<file path="config.mk">
export PLATFORM = sky130hd
export DESIGN_NAME = hero_level_sequencer
export DESIGN_NICKNAME = d
export VERILOG_FILES = /design/src/rtl/hero_level_sequencer.sv
export SDC_FILE = /design/constraint.sdc
export NUM_CORES = 1
export LEC_CHECK = 0
export BUFFER_PORTS_ARGS = -buffer_cell sky130_fd_sc_hd__buf_4
export CORE_ASPECT_RATIO = 1.4
export CORE_MARGIN = 2
export CORE_UTILIZATION = 48
export CTS_BUF_LIST = sky130_fd_sc_hd__clkbuf_8 sky130_fd_sc_hd__clkbuf_16
export DETAILED_ROUTE_END_ITERATION = 8
export GPL_TIMING_DRIVEN = 1
export PLACE_DENSITY = 0.76
export SYNTH_ARGS = -nofsm -noshare
export SYNTH_HDL_FRONTEND = slang
export SYNTH_SLANG_ARGS = --single-unit
</file>
<file path="constraint.sdc">
create_clock -name clk -period 2.3 [get_ports clk]
set_input_delay 0.23 -clock clk [delete_from_list [all_inputs] [get_ports clk]]
set_output_delay 0.23 -clock clk [all_outputs]
set_load 0.02 [all_outputs]
</file>
<file path="src/rtl/hero_level_sequencer.sv">
// rtl/hero_level_sequencer.sv - H.E.R.O. game-flow sequencer: level parts, lives and bomb lifecycle
module hero_level_sequencer #(
    parameter int NUM_LEVELS   = 6,
    parameter int LIVES        = 3,
    parameter int PAUSE_FRAMES = 120,
    parameter int BOMB_FRAMES  = 30
) (
    input  logic                  clk,
    input  logic                  rst,
    input  logic                  start,
    input  logic                  f_key,
    input  logic                  frame_tick,
    input  logic [9:0]            char_pos_x,
    input  logic [9:0]            char_pos_y,
    input  logic [NUM_LEVELS-1:0] coll_miner_in,
    input  logic [NUM_LEVELS-1:0] death_in,
    output logic [NUM_LEVELS-1:0] level_enable,
    output logic [2:0]            level_idx,
    output logic                  freeze,
    output logic                  char_reset,
    output logic [9:0]            bomb_pos_x,
    output logic [9:0]            bomb_pos_y,
    output logic [3:0]            b_cnt,
    output logic [1:0]            lives,
    output logic                  game_over,
    output logic                  win
);

    typedef enum logic [2:0] {
        S_IDLE,
        S_PLAY,
        S_RESCUED,
        S_DYING,
        S_GAME_OVER,
        S_WIN
    } state_t;

    state_t     state;
    logic [7:0] fc;
    logic [7:0] bomb_fc;
    logic       f_key_prev;
    logic       f_rise;
    logic [7:0] death_pad;
    logic [7:0] miner_pad;

    // Widen the per-part flags to the full index range so any level_idx selects safely.
    assign death_pad = 8'(death_in);
    assign miner_pad = 8'(coll_miner_in);
    assign f_rise    = f_key & ~f_key_prev;

    function automatic logic [NUM_LEVELS-1:0] onehot(input logic [2:0] idx);
        return NUM_LEVELS'(1) << idx;
    endfunction

    always_ff @(posedge clk or posedge rst) begin
        if (rst) begin
            state        <= S_IDLE;
            fc           <= 8'd0;
            bomb_fc      <= 8'd0;
            f_key_prev   <= 1'b0;
            level_enable <= '0;
            level_idx    <= 3'd0;
            freeze       <= 1'b1;
            char_reset   <= 1'b0;
            bomb_pos_x   <= 10'd0;
            bomb_pos_y   <= 10'd0;
            b_cnt        <= 4'd0;
            lives        <= 2'(LIVES);
            game_over    <= 1'b0;
            win          <= 1'b0;
        end else begin
            f_key_prev <= f_key;
            char_reset <= 1'b0;
            if (frame_tick) begin
                fc <= fc + 8'd1;
            end

            // Every state entry below clears fc, overriding the tick increment above.
            case (state)
                S_IDLE, S_GAME_OVER, S_WIN: begin
                    if (start) begin
                        state        <= S_PLAY;
                        fc           <= 8'd0;
                        level_idx    <= 3'd0;
                        level_enable <= onehot(3'd0);
                        lives        <= 2'(LIVES);
                        char_reset   <= 1'b1;
                        freeze       <= 1'b0;
                        game_over    <= 1'b0;
                        win          <= 1'b0;
                    end
                end

                S_PLAY: begin
                    if (death_pad[level_idx] || miner_pad[level_idx]) begin
                        state   <= death_pad[level_idx] ? S_DYING : S_RESCUED;
                        fc      <= 8'd0;
                        freeze  <= 1'b1;
                        b_cnt   <= 4'd0;
                        bomb_fc <= 8'd0;
                    end else if (b_cnt == 4'd0) begin
                        if (f_rise) begin
                            bomb_pos_x <= char_pos_x;
                            bomb_pos_y <= char_pos_y;
                            b_cnt      <= 4'd1;
                            bomb_fc    <= 8'd0;
                        end
                    end else if (frame_tick) begin
                        if (bomb_fc == 8'(BOMB_FRAMES - 1)) begin
                            bomb_fc <= 8'd0;
                            b_cnt   <= (b_cnt == 4'd3) ? 4'd0 : b_cnt + 4'd1;
                        end else begin
                            bomb_fc <= bomb_fc + 8'd1;
                        end
                    end
                end

                S_RESCUED: begin
                    if (fc == 8'(PAUSE_FRAMES)) begin
                        fc <= 8'd0;
                        if (level_idx == 3'(NUM_LEVELS - 1)) begin
                            state <= S_WIN;
                            win   <= 1'b1;
                        end else begin
                            state        <= S_PLAY;
                            level_idx    <= level_idx + 3'd1;
                            level_enable <= onehot(level_idx + 3'd1);
                            char_reset   <= 1'b1;
                            freeze       <= 1'b0;
                        end
                    end
                end

                S_DYING: begin
                    if (fc == 8'(PAUSE_FRAMES)) begin
                        fc    <= 8'd0;
                        lives <= lives - 2'd1;
                        if (lives == 2'd1) begin
                            state     <= S_GAME_OVER;
                            game_over <= 1'b1;
                        end else begin
                            state      <= S_PLAY;
                            char_reset <= 1'b1;
                            freeze     <= 1'b0;
                        end
                    end
                end

                default: begin
                    state <= S_IDLE;
                    fc    <= 8'd0;
                end
            endcase
        end
    end

endmodule
</file>
Word-level counts from Yosys, hierarchy flattened --
Cells that the tools add are included.
Word-level totals: flip-flop bits (word level) 59, logic and storage cells 120, bits of input ports 37, output and inout port bits 39
Cells by class: $lt $le $gt $ge 1, shift operators 1, equal/unequal tests 19, reduce and logical (&&, ||, !) cells 19, bitwise gates (word level) 3, $add $sub $neg 5, muxes and demuxes 58
Operators by type and width (number):
- $mux W8 | 9
- $mux W3 | 9
- $mux W4 | 6
- $pmux W8 S3 | 1
- $reduce_and A4 Y1 | 6
- $mux W1 | 18
- $mux W6 | 3
- $add A8 B1 Y8 const B | 2
- $ne A2 B2 Y1 const B | 8
- $pmux W3 S4 | 1
- $pmux W6 S2 | 1
- $eq A3 B3 Y1 const B | 3
- $eq A8 B5 Y1 const B | 1
- $eq A8 B7 Y1 const B | 1
- $reduce_and A7 Y1 | 1
- $bmux W1 S3 | 2
- $eq A3 B2 Y1 const B | 2
- $pmux W3 S2 | 1
- $reduce_and A3 Y1 | 2
- $reduce_bool A3 Y1 | 2
- $shl A1 B3 Y6 const A | 1
- $add A4 B1 Y4 const B | 1
- $eq A4 B2 Y1 const B | 1
- $logic_not A4 Y1 | 1
- other kinds (19) | 23

Logic depth before layout (Yosys ltp) --
word-level depth 6, gate-level depth with buffers 7

Worst setup path before layout --
No wires, ideal clock.
path kind register -> register, start register level_idx[1], end register bomb_pos_x[0], stages on the path, launching flop included 8, required time 2175 ps, path buffers 2, arrival time 2357 ps, setup time 125 ps, setup slack -182 ps, cells stage by stage dfrtp_1 buf_6 mux2_4 or4_4 a31oi_4 and3_4 buf_12 mux2_4
Between the ends: cells in the longest elaborated chain, start to end 5
RTL lines:
- from (decl) | line 18 | output logic [2:0] level_idx,
- from (signal assigned) | line 126 | level_idx <= level_idx + 3'd1;
- $bmux W1 S3 | line 95 | if (death_pad[level_idx] || miner_pad[level_idx]) begin
- $mux W1 (not written as such) | line 95
- $logic_or A1 B1 Y1 (*) | line 95
- $not A1 Y1 (no source line) (*)
- $reduce_and A4 Y1 (no source line) (*)
- to (signal assigned) | line 103 | bomb_pos_x <= char_pos_x;
- to (decl) | line 21 | output logic [9:0] bomb_pos_x,
Mark *: on every way between the ends. The rest lies on a longest branch, timed or not. The select of a mux whose other input is x is not followed. A chain may end at the register's enable or synchronous reset.

Final worst setup path --
start register level_idx[1], end register bomb_pos_y[1]
Between the ends: cells in the longest elaborated chain, start to end 5
RTL lines:
- $bmux W1 S3 | line 95
- $mux W1 (not written as such) | line 95
- $logic_or A1 B1 Y1 (*) | line 95
- $not A1 Y1 (no source line) (*)
- $reduce_and A4 Y1 (no source line) (*)
- to (signal assigned) | line 104 | bomb_pos_y <= char_pos_y;
- to (decl) | line 22 | output logic [9:0] bomb_pos_y,
Marked as above.

==> key figures <==
Worst setup path
  • Slowest cell on the critical path: or4_4
  • R2R cell count: 6
  • Crit Path Category: flip-flop to flip-flop
  • Max FO, Critical Path: 10
  • Worst reg2reg startpoint: level_idx[1]$_DFFE_PP0P_
  • Worst Path Required: between 2 and 3 ns
  • CP Launch Type: flip-flop
  • CP peak stage delay: 0.52 ns
  • Crit path capture: bomb_pos_y[1]$_DFFE_PP0P_
  • Crit-path most repeated cell: mux2_4
  • CP Capture Type: flip-flop
  • Cell breakdown of the critical path: mux2_4 -> or4_4 -> a31oi_4 -> and3_4 -> buf_12 -> mux2_4
  • CP arrival: around 2.6 ns
  • Reg-to-reg slack, setup: -0.04 ns
  • Worst r2r dst: bomb_pos_y[1]$_DFFE_PP0P_
  • Critical path launch point: level_idx[1]$_DFFE_PP0P_

Synthesis
  • Fraction of registers with async set or reset after synthesis: 100.0%
  • Count of different cell masters after synthesis: 50
  • Syn. warnings: 0
  • Ys flop type: dfrtp_1
  • Cells after Synth: 284
  • Mapped Avg Cell Area: 11.14 um^2
  • Sequential fraction of the synthesis area: about 47%
  • Syn_nets: approximately 340
  • Post-Syn Area: ~3200 um^2
  • Post-synth EDFFs: 0
  • Synth Register Bits: between 50 and 60

STA
  • Final WS setup: -0.04069 ns
  • RSZ-0062 raised after global routing: yes
  • Tightest Pin Transition: 0.4113 ns
  • Max Freq: 427.2 MHz
  • Fin. max-slew vios: 0
  • Post-layout min period: 2.341 ns
  • Relative slew slack: 72.29%
  • Final Hold Viols: 0
  • Clk_skew: 0.008140 ns
  • Final period util: 101.8%
  • Setup-failing EPs final: 20

Run status
  • Failing checks: setup timing
  • Outcome: finished with violations

Floorplan
  • Die W: just over 70 um
  • DIE AREA: 7264 um^2
  • Core Box Area: 6481 um^2
  • Ports: 76
  • Cell row count: 35
  • Initial Util: between 40% and 50%
  • DIE HEIGHT: about 100 um

Clock tree
  • TritonCTS sink count: 59
  • TritonCTS buffer count: 9
  • Maximum clock path buffer count: 2
  • CTS tree: done
  • H-tree Lvls: 3
  • Worst-Skew Late Latency: between 0.3 and 0.4 ns
  • Worst-path clk slew: 0.07 ns
  • CTS root buffer: clkbuf_8

Placement
  • Placed wire-length estimate: 5159 um
  • Pre-CTS setup slack: -0.02627 ns
  • IO Port Bufs: 75
  • GPL Wtd Cong: 0.7838

Power and ir drop
  • Pwr/cell area: around 700 nW/um^2
  • Peak VDD IR: between 0.0005 and 0.0006 V
  • Leak pwr: 2.073 nW

Global routing
  • Overflow after GRT: 0
  • First-pass GRT wire length: 12210 um
  • Largest net degree at the start of global routing: 60
  • Vias in the first global route: 2574
  • GRT Total Usage: 21.33%
  • Initial antenna violation count: 0

Drt
  • ANT nets after route: 0
  • Detailed-route wire length: 7078 um
  • First drt pass iteration count: 4
  • Vias: approximately 2600
  • Vias per cell: around 5.6
  • Initial DRC count: 139
  • # DRC: 0
  • Routed wire length per instance: 15.19 um

Final layout
  • NumNets Final: between 400 and 500
  • Final core area utilization: about two thirds
  • Number of diodes: 0
  • Layout cell share with drive strength beyond 1: 40.31%
  • FILL cells: ~500
  • Area delta synth->final: 35.09%

Job
  • Max_cap viols: 0

Min path
  • Hold Path Class: input port to flip-flop
## cells in the mapped netlist (2+ instances only)
cell type / count / share of area, %
xnor2_1: 3 / 0.83
o31ai_1: 4 / 0.95
mux2_4: 22 / 10
dfstp_2: 3 / 2.5
o21ai_0: 13 / 2.1
inv_1: 15 / 1.8
and2_1: 2 / 0.40
nand4_1: 8 / 1.6
nand3b_1: 2 / 0.47
o221ai_1: 3 / 0.83
buf_12: 2 / 1.3
nor2_1: 23 / 2.7
and3_4: 2 / 0.71
or4_1: 4 / 0.95
a22o_1: 6 / 1.7
a21oi_1: 12 / 1.9
o211ai_1: 6 / 1.4
mux2_2: 5 / 1.8
nand3_1: 9 / 1.4
nand2_1: 19 / 2.3
clkbuf_1: 5 / 0.59
and3_1: 3 / 0.59
ha_1: 14 / 5.5
dfrtp_1: 56 / 44
nor2b_1: 4 / 0.79
a31oi_1: 3 / 0.59
mux2i_1: 3 / 0.95
nand2b_1: 3 / 0.59
or2_2: 3 / 0.59
or4_4: 2 / 0.71
xor2_1: 4 / 1.1
nor3b_1: 3 / 0.71
## layer usage
| metal | part of all wire [%] | global-route usage, % |
|---|---|---|
| met5 | 0 | 0 |
| met4 | 0.72 | 7.265 |
| met3 | 6.2 | 5.020 |
| met2 | 49 | 33.57 |
| met1 | 44 | 28.92 |
## registers in the layout, indices dropped and copies added (netlist names)
name / cells
level_enable: 6
bomb_fc: 8
bomb_pos_x: 10
win: 1
freeze: 1
char_reset: 1
level_idx: 3
lives: 2
bomb_pos_y: 10
f_key_prev: 1
game_over: 1
fc: 8
state: 3
b_cnt: 4
## layout make-up
class	count	area, um^2	share of cell area, %
Clock inverter	7	138.9	3.250
Inverter	15	56.30	1.318
Sequential cell	59	1481	34.67
Clock buffer	9	123.9	2.899
Timing Repair Buffer	101	813.3	19.03
Tap cell	74	92.59	2.167
Multi-Input combinational cell	201	1567	36.66
## stage by stage
step / std cells / area, um^2 / power [mW] / TNS (ns) / hold WS (ns)
3_3_place_gp: 447 / 3964 / 1.763 / 0 / 0.3201
4_1_cts: 465 / 4257 / 3.051 / -0.8263 / 0.008501
6_report: 466 / 4273 / 3.030 / -0.6320 / 0.1290
2_1_floorplan: 284 / 3173 / 1.564 / -2.491 / 0.2614
3_5_place_dp: 447 / 3964 / 1.780 / -0.4526 / 0.3280
5_1_grt: 466 / 4273 / 3.189 / -2.047 / 0.1084
## kinds of logic after synthesis
kind of cell	count (synthesis)	share of synthesized area (%)
compound gates	57	12.38
xor+xnor	7	1.938
fa+ha+maj	14	5.538
buf+inv	24	4.153
flops	59	46.80
mux	30	13.17
simple gates	93	16.02
## cell usage in the layout (no fill, tap or decap), types with 4 or more instances in the layout
cell type | synthesis | routed
buf_4 | 0 | 95
dfrtp_1 | 56 | 55
nor2_1 | 23 | 23
mux2_4 | 22 | 23
nand2_1 | 19 | 19
inv_1 | 15 | 14
ha_1 | 14 | 14
o21ai_0 | 13 | 13
a21oi_1 | 12 | 12
nand3_1 | 9 | 9
clkbuf_8 | 0 | 9
nand4_1 | 8 | 8
a22o_1 | 6 | 6
o211ai_1 | 6 | 6
mux2_2 | 5 | 4
nor2b_1 | 4 | 4
o31ai_1 | 4 | 4
xor2_1 | 4 | 4
or4_1 | 4 | 4
bufinv_16 | 0 | 4
buf_12 | 2 | 4
## worst max-delay path, delay by kind of cell, from the launching register on
family | cells | cell delay (ns)
flops | 1 | 0.47
simple gates | 2 | 0.77
mux | 2 | 0.62
buf+inv | 1 | 0.15
compound gates | 1 | 0.21
## worst min-delay path by stage
stage                              from                   endpoint  cells after the start
after CTS                         f_key       f_key_prev$_DFF_PP0_                      1
after detailed placement            rst  bomb_pos_y[0]$_DFFE_PP0P_                      3
after global routing      char_pos_x[9]  bomb_pos_x[9]$_DFFE_PP0P_                      2
after global placement              rst  bomb_pos_y[8]$_DFFE_PP0P_                      3
final                     char_pos_y[7]  bomb_pos_y[7]$_DFFE_PP0P_                      2
after floorplan                   f_key       f_key_prev$_DFF_PP0_                      0
## what timing repair did
item,4_1_cts,5_1_grt
hold buffers,1,1
endpoints found under the hold margin,56,1
gates resized for setup,0,1
setup buffers,1,0
setup endpoints to repair,21,27
## report_power, final
| part | switching [mW] | internal (mW) |
|---|---|---|
| Sequential | 0.106 | 1.14 |
| Combinational | 0.276 | 0.259 |
| Clock | 0.422 | 0.829 |
Power figures use the tool's default switching activity.
